==> config.mk <==
export PLATFORM = sky130hd
export DESIGN_NAME = router_pkt_source
export DESIGN_NICKNAME = d
export VERILOG_FILES = /design/src/rtl/router_pkt_source.sv
export SDC_FILE = /design/constraint.sdc
export NUM_CORES = 1
export LEC_CHECK = 0
export ABC_AREA = 0
export CORE_UTILIZATION = 50
export CTS_CLUSTER_SIZE = 30
export DETAILED_ROUTE_END_ITERATION = 12
export GPL_ROUTABILITY_DRIVEN = 1
export PLACE_DENSITY_LB_ADDON = 0.12
export RECOVER_POWER = 25
export SLEW_MARGIN = 20
export SYNTH_ARGS = -nofsm -noshare
export SYNTH_HDL_FRONTEND = slang
export SYNTH_SLANG_ARGS = --single-unit
==> constraint.sdc <==
create_clock -name clock -period 4.2 [get_ports clock]
set_input_delay 0.42 -clock clock [delete_from_list [all_inputs] [get_ports clock]]
set_output_delay 0.42 -clock clock [all_outputs]
set_load 0.02 [all_outputs]
==> src/rtl/router_pkt_source.sv <==
// Router packet transmitter: stages up to 63 bytes, then sends header, payload and parity.
// Header visible the cycle after start; each beat holds while busy, and a long stall aborts the packet.
module router_pkt_source #(
  parameter int BUSY_TIMEOUT = 64
) (
  input  logic       clock,
  input  logic       resetn,
  input  logic       wr_en,
  input  logic [7:0] wr_data,
  input  logic       start,
  input  logic [1:0] dest,
  input  logic       inject_err,
  input  logic       busy,
  output logic       pkt_valid,
  output logic [7:0] data_out,
  output logic       tx_idle,
  output logic [5:0] buf_count,
  output logic       buf_full,
  output logic       done,
  output logic       timeout
);

  typedef enum logic [2:0] {
    S_IDLE,
    S_HEADER,
    S_PAYLOAD,
    S_PARITY,
    S_GAP
  } state_t;

  typedef struct packed {
    logic [5:0] len;
    logic [1:0] dest;
  } hdr_t;

  localparam logic [7:0] TMO_LAST = 8'(BUSY_TIMEOUT - 1);

  state_t     state;
  logic [7:0] buf_mem [0:62];
  logic [5:0] pkt_len;
  logic       inj;
  logic [5:0] idx;
  logic [7:0] par;
  logic [7:0] tmo_cnt;

  hdr_t start_hdr;
  logic in_beat;
  logic start_acc;
  logic wr_acc;
  logic tmo_hit;

  assign start_hdr = '{len: buf_count, dest: dest};
  assign in_beat   = (state == S_HEADER) || (state == S_PAYLOAD) || (state == S_PARITY);
  assign start_acc = (state == S_IDLE) && start && (buf_count != 6'd0);
  assign wr_acc    = (state == S_IDLE) && wr_en && !buf_full && !start_acc;
  // The stalled cycle that would bring the count to BUSY_TIMEOUT is the abort edge.
  assign tmo_hit   = in_beat && busy && (tmo_cnt == TMO_LAST);

  always_ff @(posedge clock) begin
    if (wr_acc) buf_mem[buf_count] <= wr_data;
  end

  always_ff @(posedge clock) begin
    if (!resetn) begin
      state     <= S_IDLE;
      pkt_valid <= 1'b0;
      data_out  <= 8'h00;
      tx_idle   <= 1'b1;
      buf_count <= 6'd0;
      buf_full  <= 1'b0;
      done      <= 1'b0;
      timeout   <= 1'b0;
      pkt_len   <= 6'd0;
      inj       <= 1'b0;
      idx       <= 6'd0;
      par       <= 8'h00;
      tmo_cnt   <= 8'h00;
    end else begin
      done    <= 1'b0;
      timeout <= 1'b0;
      case (state)
        S_IDLE: begin
          if (start_acc) begin
            state     <= S_HEADER;
            pkt_len   <= buf_count;
            inj       <= inject_err;
            pkt_valid <= 1'b1;
            data_out  <= start_hdr;
            tx_idle   <= 1'b0;
            idx       <= 6'd0;
            par       <= 8'h00;
            tmo_cnt   <= 8'h00;
          end else if (wr_acc) begin
            buf_count <= buf_count + 6'd1;
            buf_full  <= (buf_count == 6'd62);
          end
        end
        S_GAP: begin
          state   <= S_IDLE;
          tx_idle <= 1'b1;
        end
        default: begin
          if (tmo_hit) begin
            state     <= S_IDLE;
            pkt_valid <= 1'b0;
            data_out  <= 8'h00;
            tx_idle   <= 1'b1;
            timeout   <= 1'b1;
            buf_count <= 6'd0;
            buf_full  <= 1'b0;
            tmo_cnt   <= 8'h00;
          end else if (busy) begin
            tmo_cnt <= tmo_cnt + 8'd1;
          end else begin
            tmo_cnt <= 8'h00;
            case (state)
              S_HEADER: begin
                state    <= S_PAYLOAD;
                par      <= data_out;
                data_out <= buf_mem[0];
              end
              S_PAYLOAD: begin
                par <= par ^ data_out;
                if (idx == pkt_len - 6'd1) begin
                  state     <= S_PARITY;
                  pkt_valid <= 1'b0;
                  data_out  <= par ^ data_out ^ {8{inj}};
                end else begin
                  idx      <= idx + 6'd1;
                  data_out <= buf_mem[idx + 6'd1];
                end
              end
              S_PARITY: begin
                state     <= S_GAP;
                data_out  <= 8'h00;
                done      <= 1'b1;
                buf_count <= 6'd0;
                buf_full  <= 1'b0;
              end
              default: ;
            endcase
          end
        end
      endcase
    end
  end

endmodule

==> flow_summary.yaml, run 1 <==
min_path:
  hold_path_depth: 3
  min_path_type: "primary input to flop"
  whs_endpoint: "inj$_SDFFE_PN0P_"
  hold_start: "inject_err"
synthesis:
  synth_common_cells: "edfxtp_1 (504), nand2_1 (142), mux4_2 (125), nor2_1 (101), dfxtp_1 (51)"
  ys_async_sr_fraction_pct: 0
  ys.warnings.count: 0
  synth.cell_area_um2: 22700
  yosysSeqAreaShare_pct: 71.2
  synth_area_leader_cell: "edfxtp_1"
  synth_area_leaders: "edfxtp_1 (67%), mux4_2 (12%), dfxtp_1 (4.5%)"
  synth_edf_count: 504
  syn_area_per_cell_um2: 16.8
  syn_nets: 1371
  ys_types: 66
  synthMostInstantiatedCell: "edfxtp_1"
  netlist.area_leader.share_pct: 66.7
  ys_ff_latch: 555
  netlist_instances: 1349
  synth_top_flop_cell: "edfxtp_1"
pwr:
  irDropWorstVdd_mv: 0.327
  total_power_mw: 13.0
  p_leak_nw: 7.92
  power_density_nw_per_um2: 505
routing:
  first_pass_iters: 5
  drcViolationCount: 0
  postRouteAntennaNets: 0
  via_count: 12600
  totalWireLength_um: 55100
  viasPerCell: 6.14
  wl_per_cell_um: 26.8
  drtIter0Drc: 1376
floorplan:
  core_area_um2: 44500
  initial_core_util_pct: 51.0
  rows: 77
  fp.dieH_um: 215
  io_pins: 35
  fp.dieW_um: 215
  dieArea_um2: 46300
clock_tree:
  cts_made_buffers: 57
  cts_tree: "done"
  h-tree-depth: 2
  post-cts-setup-buffers: 0
  clock-sinks: 555
  holdBufCountCts: 0
  cts.clk_slew.worst_paths_ps: 60
  clockRootBuffer: "clkbuf_16"
  clk_latency_ps: 610
  ctsLongestPathBuffers: 3
  cts_resized: 0
setup_path:
  crit_chain: "or3_1, o311a_1, nor2_1, nand2_1, nor2_1, nand2_1, nor2_1"
  reg2reg_from: "buf_count[5]$_SDFFE_PN0P_"
  crit_path_frequent_cell: "nor2_1"
  required_ps: 4420
  rr_worst_depth: 7
  rrSetupSlack_ps: 760
  regToRegEndpoint: "buf_mem[27][2]$_DFFE_PP_"
  cp-start-kind: "flop"
  critPathSlowestCell: "nor2_1"
  critPathArrivalTime_ps: 3660
  critPathMaxFanout: 10
  end_kind: "flop"
  path_class: "flop to flop"
  cp_slowest_stage_delay_ps: 840
outcome:
  failed_checks: "capacitance limit, slew limit"
  outcome: "finished with violations"
timing:
  max_freq_mhz: 291
  setup_violations: 0
  hold_slack_ps: 403
  fin_crit_sh_pct: 81.8
  tns_ps: 0
  worst_pin_slew_ps: 2800
  finalHoldViolCount: 0
  drv_slew: 217
  fin_crit_ps: 3440
  rsz0062_at_grt: "false"
  max-slew-margin-rel_pct: -86.9
  skew_ps: 22.9
layout:
  nNetsFinal: 1443
  final_cells: 2055
  syn2layout_area_growth_pct: 13.0
  antennaDiodeCount: 0
  drive_gt1_share_pct: 18.9
  final_cell_area_um2: 25700
placement:
  gp_congestion: 0.841
  port_buffers: 34
  place.detailed.hpwl_um: 34100
  placed_cells: 1954
  placed_area_um2: 24000
global_routing:
  grt_antenna_before_repair: 0
  grt_pass1_vias: 12700
  grt-ovfl-total: 0
  grt_usage_pct: 24.4
  grt_pass1_wl_um: 83500
  grt_start_max_net_pins: 66
run:
  drv_cap: 5
## placed cells by master, fill, tap and decap left out, types with 3 or more instances in the layout
| master | instances |
|---|---|
| a311o_1 | 3 |
| buf_12 | 6 |
| nand3_1 | 31 |
| nand2_1 | 142 |
| clkbuf_1 | 21 |
| nor2b_1 | 15 |
| or4_1 | 7 |
| o311a_1 | 3 |
| inv_1 | 10 |
| clkinv_1 | 13 |
| a31oi_1 | 5 |
| and2_1 | 7 |
| o221ai_1 | 5 |
| mux4_2 | 125 |
| nand3b_1 | 5 |
| or2_2 | 4 |
| mux2i_1 | 19 |
| a32oi_1 | 14 |
| clkdlybuf4s50_1 | 26 |
| ha_1 | 5 |
| dfxtp_1 | 50 |
| or3_1 | 3 |
| edfxtp_1 | 504 |
| xnor2_1 | 28 |
| clkbuf_16 | 58 |
| o21ai_0 | 48 |
| a311oi_1 | 7 |
| clkinv_2 | 14 |
| o211ai_1 | 6 |
| nand4_1 | 10 |
| a21boi_0 | 13 |
| nor2_1 | 101 |
| xor2_1 | 14 |
| buf_4 | 50 |
| a21oi_1 | 29 |
| and3_1 | 9 |
| a211oi_1 | 6 |
## per-stage QoR
stage	worst slack (ps)	utilization, %
CTS	785	57.7
finish	765	57.7
global route	629	57.7
floorplan	1300	-
detailed placement	720	53.8
global placement	776	53.8
## worst max path at each step
stage | from | end | cells past startpoint | slack [ps]
6_report | buf_count[5]$_SDFFE_PN0P_ | buf_mem[27][2]$_DFFE_PP_ | 7 | 760
5_1_grt | buf_count[5]$_SDFFE_PN0P_ | buf_mem[28][3]$_DFFE_PP_ | 7 | 630
4_1_cts | buf_count[5]$_SDFFE_PN0P_ | buf_mem[20][7]$_DFFE_PP_ | 7 | 790
3_5_place_dp | busy | buf_count[5]$_SDFFE_PN0P_ | 7 | 720
3_3_place_gp | busy | buf_count[5]$_SDFFE_PN0P_ | 7 | 780
2_1_floorplan | buf_count[5]$_SDFFE_PN0P_ | buf_mem[62][0]$_DFFE_PP_ | 9 | 1300
## power breakdown
part / internal (mW) / switching, mW
combinational: 0.826 / 1.16
clock: 2.63 / 2.05
sequential: 6.15 / 0.131
total: 9.61 / 3.34
## final cells by class
type                       instances  area (um^2)
timing repair buffer              91          790
clock inverter                    31          206
multi-input combinational        705         6230
fill                            3476        18800
clock buffer                      70         1500
inverter                          11         41.3
sequential                       555        16200
tap                              592          741
## state kept, by name, summed over array words and instances, names as in the netlist, 3 cells and up
signal,flops
buf_mem,504
data_out,8
par,8
tmo_cnt,8
buf_count,6
idx,6
pkt_len,6
state,3
## critical path: cells and delay by family, from the launching register on
kind             cells  cell delay [ps]
AND/OR/NAND/NOR      6             2380
flip-flops           1              310
AO/OA/AOI/OAI        1              380
## metal layers
| layer | routed length, um | global-route usage (%) |
|---|---|---|
| met1 | 24000 | 35.6 |
| met4 | 1580 | 8.32 |
| met5 | 0 | 0 |
| met3 | 3770 | 3.75 |
| met2 | 25800 | 37.7 |
## kinds of logic (layout without fill, tap and decap cells)
logic type      Yosys count  in the layout  share of synthesized area (%)
mux                     146            146                           13.3
flops                   555            555                           71.2
compound gates          162            162                           4.92
xor+xnor                 45             45                           1.74
fa+ha+maj                 6              6                          0.331
buf+inv                  89            203                           1.65
simple gates            346            346                           6.86
Note: power is estimated with default switching activity, not from simulation.
==> run 2, diff against run 1 <==
==> constraint.sdc (replaced) <==
create_clock -name clock -period 3.3 [get_ports clock]
set_input_delay 0.33 -clock clock [delete_from_list [all_inputs] [get_ports clock]]
set_output_delay 0.33 -clock clock [all_outputs]
set_load 0.02 [all_outputs]
==> run 2 against run 1 <==
  * Count of clock-buffer cells in the layout is 4 higher
  * Power rose by 29%
  * The run still ends with capacitance limit, slew limit left
  * Clock power increased by 31%
  * Critical path type unchanged
  * Wire length up 2.2%
  * Largest power group unchanged
  * Hold slack worse by 65 ps
  * Register-to-register slack lost 490 ps
==> flow_summary.yaml, run 2 (synthesis results as in run 1) <==
outcome:
  outcome: "finished with violations"
  failed_checks: "capacitance limit, slew limit"
setup_path:
  rr_worst_depth: 8
  path_class: "flop to flop"
  critPathSlowestCell: "ha_4"
  cp_slowest_stage_delay_ps: 550
  critPathMaxFanout: 28
  crit_path_frequent_cell: "mux4_2"
  cp-start-kind: "flop"
  crit_cells: 8
  crit_chain: "ha_4, buf_12, buf_4, mux4_2, mux4_2, o2bb2ai_1, o21ai_0, a21oi_1"
  worst-path-buf-inv: 2
  end_kind: "flop"
  critPathArrivalTime_ps: 3520
  crit_family: "multiplexers"
  required_ps: 3800
clock_tree:
  ctsLongestPathBuffers: 3
  cts_made_buffers: 58
  cts.clk_slew.worst_paths_ps: 60
  clk_latency_ps: 620
  holdBufCountCts: 0
  cts_tree: "done"
  h-tree-depth: 2
  clock-sinks: 555
  clockRootBuffer: "clkbuf_16"
  cts_resized: 0
  post-cts-setup-buffers: 0
placement:
  gp_congestion: 0.860
  placed_cells: 2031
  port_buffers: 34
  place.detailed.hpwl_um: 36300
  placed_area_um2: 24600
timing:
  worst_pin_slew_ps: 2690
  fin_crit_ps: 3020
  skew_ps: 20.9
  fin_crit_sh_pct: 91.7
  max_freq_mhz: 331
  tns_ps: 0
  finalHoldViolCount: 0
  setup_violations: 0
  max-slew-margin-rel_pct: -79.3
  drv_slew: 329
  rsz0062_at_grt: "false"
floorplan:
  dieArea_um2: 46300
  initial_core_util_pct: 51.0
  fp.dieH_um: 215
  io_pins: 35
  rows: 77
  core_area_um2: 44500
  fp.dieW_um: 215
routing:
  drtIter0Drc: 1200
  postRouteAntennaNets: 0
  route.met3.wl_um: 4330
  first_pass_iters: 6
  totalWireLength_um: 56300
  top_layer_used: "met5"
  drcViolationCount: 0
  via_count: 12900
  met1_length_um: 23500
  viasPerCell: 6.02
  met2_length_um: 26700
  wl_per_cell_um: 26.4
pwr:
  irDropWorstVdd_mv: 0.409
  power_density_nw_per_um2: 635
  p_leak_nw: 8.37
layout:
  final_cells: 2137
  final_common_cell: "edfxtp_1"
  final_cell_mix: "edfxtp_1 (504), nand2_1 (142), buf_4 (126)"
  antennaDiodeCount: 0
  top_register: "buf_mem"
  final_cell_area_um2: 26300
  drive_gt1_share_pct: 22.8
  largest_register_ffs: 504
  fillers: 3455
  nNetsFinal: 1521
  syn2layout_area_growth_pct: 15.9
run:
  drv_cap: 8
global_routing:
  grt-ovfl-total: 0
  grt_antenna_before_repair: 1
  grt_start_max_net_pins: 64
  grt_pass1_wl_um: 84700
  grt_pass1_vias: 12900
  grt_usage_pct: 25.1
min_path:
  min_path_type: "primary input to flop"
  hold_path_depth: 3
run 2: final timing paths:
path	start	end	slack, ps
worst max-delay path	idx[1]$_SDFFE_PN0P_	data_out[4]$_SDFFE_PN0P_	280
worst min-delay path	inject_err	inj$_SDFFE_PN0P_	340
worst max register to register	idx[1]$_SDFFE_PN0P_	data_out[4]$_SDFFE_PN0P_	280
worst min register to register	pkt_len[5]$_SDFFE_PN0P_	pkt_len[5]$_SDFFE_PN0P_	480
run 2: per-stage QoR:
step	setup WS, ps	hold WS [ps]	util (%)	total power, mW
2_1_floorplan	396	429	-	9.77
3_3_place_gp	343	462	55.2	10.7
3_5_place_dp	320	472	55.2	10.8
4_1_cts	308	295	59.2	16.8
5_1_grt	135	345	59.1	17.3
6_report	275	338	59.1	16.7
run 2: final cells by class:
class                      instances  area, um^2  share of cell area, %
sequential                       555       16200                   61.4
multi-input combinational        705        6220                   23.6
clock buffer                      74        1550                   5.90
timing repair buffer             168        1400                   5.30
tap                              592         741                   2.81
clock inverter                    32         215                  0.818
inverter                          11        41.3                  0.157
run 2: worst min-delay path, stage by stage:
cell	delay, ps
clkdlybuf4s50_1	430
nand2_1	70
a21boi_0	60
run 2: power by group:
group	internal (mW)	total (mW)	switching (mW)
Clock	3.46	6.11	2.66
Sequential	7.83	7.99	0.162
Combinational	1.11	2.62	1.51
Total	12.4	16.7	4.33
run 2: layer usage:
metal / global-route usage [%] / vias to the layer above
li1: - / 5634
met1: 34.8 / 6620
met2: 39.5 / 498
met3: 5.25 / 103
met4: 9.29 / 2
met5: 0 / -
==> run 3, diff against run 2 <==
--- a/config.mk
+++ b/config.mk
@@ -12,6 +12,7 @@
 export GPL_ROUTABILITY_DRIVEN = 1
 export PLACE_DENSITY_LB_ADDON = 0.12
 export RECOVER_POWER = 25
+export SETUP_SLACK_MARGIN = 0.15
 export SLEW_MARGIN = 20
 export SYNTH_ARGS = -nofsm -noshare
 export SYNTH_HDL_FRONTEND = slang
==> constraint.sdc (replaced) <==
create_clock -name clock -period 3.2 [get_ports clock]
set_input_delay 0.32 -clock clock [delete_from_list [all_inputs] [get_ports clock]]
set_output_delay 0.32 -clock clock [all_outputs]
set_load 0.02 [all_outputs]
==> run 3 against run 2 <==
  * The flow still finishes with violations (capacitance limit, slew limit)
  * Combinational power up 3%
  * Sequential share of layout area down 0.13 points
  * Critical path depth up 2
  * Via count down 0.41%
  * Maximum frequency up 4.6%
  * Critical endpoint is now data_out[1]$_SDFFE_PN0P_
  * Largest power group unchanged
  * Register-to-register slack better by 30 ps
  * Clock power up 4.7%
  * Cell area up 0.22%
  * Wire length down 1.5%
==> flow_summary.yaml, run 3 (synthesis results as in run 1) <==
outcome:
  outcome: "finished with violations"
  failed_checks: "capacitance limit, slew limit"
routing:
  first_pass_iters: 5
  totalWireLength_um: 55500
  viasPerCell: 5.99
  via_count: 12800
  drtIter0Drc: 1329
  drcViolationCount: 0
  postRouteAntennaNets: 0
  wl_per_cell_um: 26.0
layout:
  fin_util_pct: 59.3
  final_cell_area_um2: 26400
  nNetsFinal: 1518
  antennaDiodeCount: 0
  largest_register_ffs: 504
  top_register: "buf_mem"
  fillers: 3354
  final_common_cell: "edfxtp_1"
  drive_gt1_share_pct: 23.3
  final_cell_mix: "edfxtp_1 (504), nand2_1 (142), mux4_2 (125)"
  syn2layout_area_growth_pct: 16.2
pwr:
  p_leak_nw: 8.40
  p_clk_share_pct: 37.0
  p_switching_mw: 4.41
  power_density_nw_per_um2: 657
  power_frac_comb_pct: 15.6
  switching_share_pct: 25.5
  p_seq_share_pct: 47.5
  p_int_mw: 12.9
  irDropWorstVdd_mv: 0.406
min_path:
  min_path_type: "primary input to flop"
setup_path:
  path_class: "flop to flop"
  required_ps: 3680
  cp_slowest_stage_delay_ps: 440
  crit_family: "compound AO/OA/AOI/OAI gates"
  critPathArrivalTime_ps: 3370
  critPathSlowestCell: "ha_4"
  crit_path_frequent_cell: "buf_4"
  worst-path-buf-inv: 3
  cp-start-kind: "flop"
  critPathMaxFanout: 38
  end_kind: "flop"
  crit_chain: "ha_4, buf_12, buf_4, mux4_2, nand2_1, a21boi_0, o21ai_0, buf_4, a41o_1, a31oi_1"
timing:
  max-slew-margin-rel_pct: -79.1
  fin_crit_ps: 2890
  drv_slew: 328
  setup_violations: 0
  rsz0062_at_grt: "false"
  tns_ps: 0
  max_freq_mhz: 346
  finalWorstSetupSlack_ps: 309
  hold_slack_ps: 305
  finalHoldViolCount: 0
  fin_crit_sh_pct: 90.3
  skew_ps: 19.9
  worst_pin_slew_ps: 2690
global_routing:
  grt_use_met2_pct: 39.2
  gr-max-usage-layer: "met2"
  met3_usage_pct: 3.20
  grt_start_max_net_pins: 64
  grt_usage_pct: 24.5
  grt_pass1_wl_um: 83200
  grt_pass1_vias: 12700
  grt_antenna_before_repair: 1
  grt-ovfl-total: 0
  grt.met1_usage_pct: 35.2
clock_tree:
  clk_latency_ps: 610
  clockRootBuffer: "clkbuf_16"
  post-cts-setup-buffers: 0
  cts.clk_slew.worst_paths_ps: 60
  holdBufCountCts: 0
  clock-sinks: 555
  cts_resized: 0
  h-tree-depth: 2
  cts_made_buffers: 57
  cts_tree: "done"
  ctsLongestPathBuffers: 3
placement:
  port_buffers: 34
  gp_congestion: 0.890
  place.detailed.hpwl_um: 35300
  preCtsSetupSlack_ps: 236
  placed_area_um2: 24600
floorplan:
  core_area_um2: 44500
  fp.dieW_um: 215
  rows: 77
  initial_core_util_pct: 51.0
  io_pins: 35
  fp.dieH_um: 215
  dieArea_um2: 46300
run:
  drv_cap: 8
## run 3: changes by cell type in the layout (fill, tap and decap cells not counted), sizes merged
cell,before,now
inv,10,12
clkinv,31,30
buf,134,132
bufinv,2,3
## run 3: final cells by class
| class | count | area, um^2 | share of cell area [%] |
|---|---|---|---|
| clock buffer | 74 | 1560 | 5.92 |
| clock inverter | 34 | 263 | 0.996 |
| inverter | 11 | 41.3 | 0.157 |
| multi-input combinational | 705 | 6220 | 23.6 |
| sequential | 555 | 16200 | 61.3 |
| tap | 592 | 741 | 2.81 |
| timing repair buffer | 166 | 1400 | 5.30 |
## run 3: final timing paths
kind | start | end | slack, ps | cells after the start
max | idx[1]$_SDFFE_PN0P_ | data_out[1]$_SDFFE_PN0P_ | 310 | 10
min | inject_err | inj$_SDFFE_PN0P_ | 300 | 3
max reg2reg | idx[1]$_SDFFE_PN0P_ | data_out[1]$_SDFFE_PN0P_ | 310 | 10
min reg2reg | tx_idle$_SDFFE_PN1P_ | tx_idle$_SDFFE_PN1P_ | 480 | 2
## run 3: per-layer routing
metal	part of all wire, %	wire length [um]
met1	44	24500
met2	48	26400
met3	5.8	3210
met4	2.5	1390
met5	0.022	12
## run 3: power groups by stage
stage	Sequential [mW]	Combinational (mW)	Clock (mW)
2_1_floorplan	8.37	1.70	0
3_3_place_gp	8.36	2.68	0
3_5_place_dp	8.36	2.70	0
4_1_cts	8.21	2.71	6.51
5_1_grt	8.24	2.91	6.76
6_report	8.22	2.70	6.40
## run 3: per-stage QoR
step,instances,total power [mW]
after floorplan,1349,10.1
after global placement,2029,11.0
after detailed placement,2029,11.1
after CTS,2137,17.4
after global routing,2137,17.9
final,2137,17.3
## run 3: worst register-to-register path: cells and delay by family, from the launching register on
kind / cells / cell delay, ps
AND/OR/NAND/NOR: 1 / 90
flip-flops: 1 / 390
AO/OA/AOI/OAI: 4 / 800
buffers and inverters: 3 / 760
adder cells (fa/ha/maj): 1 / 440
multiplexers: 1 / 300
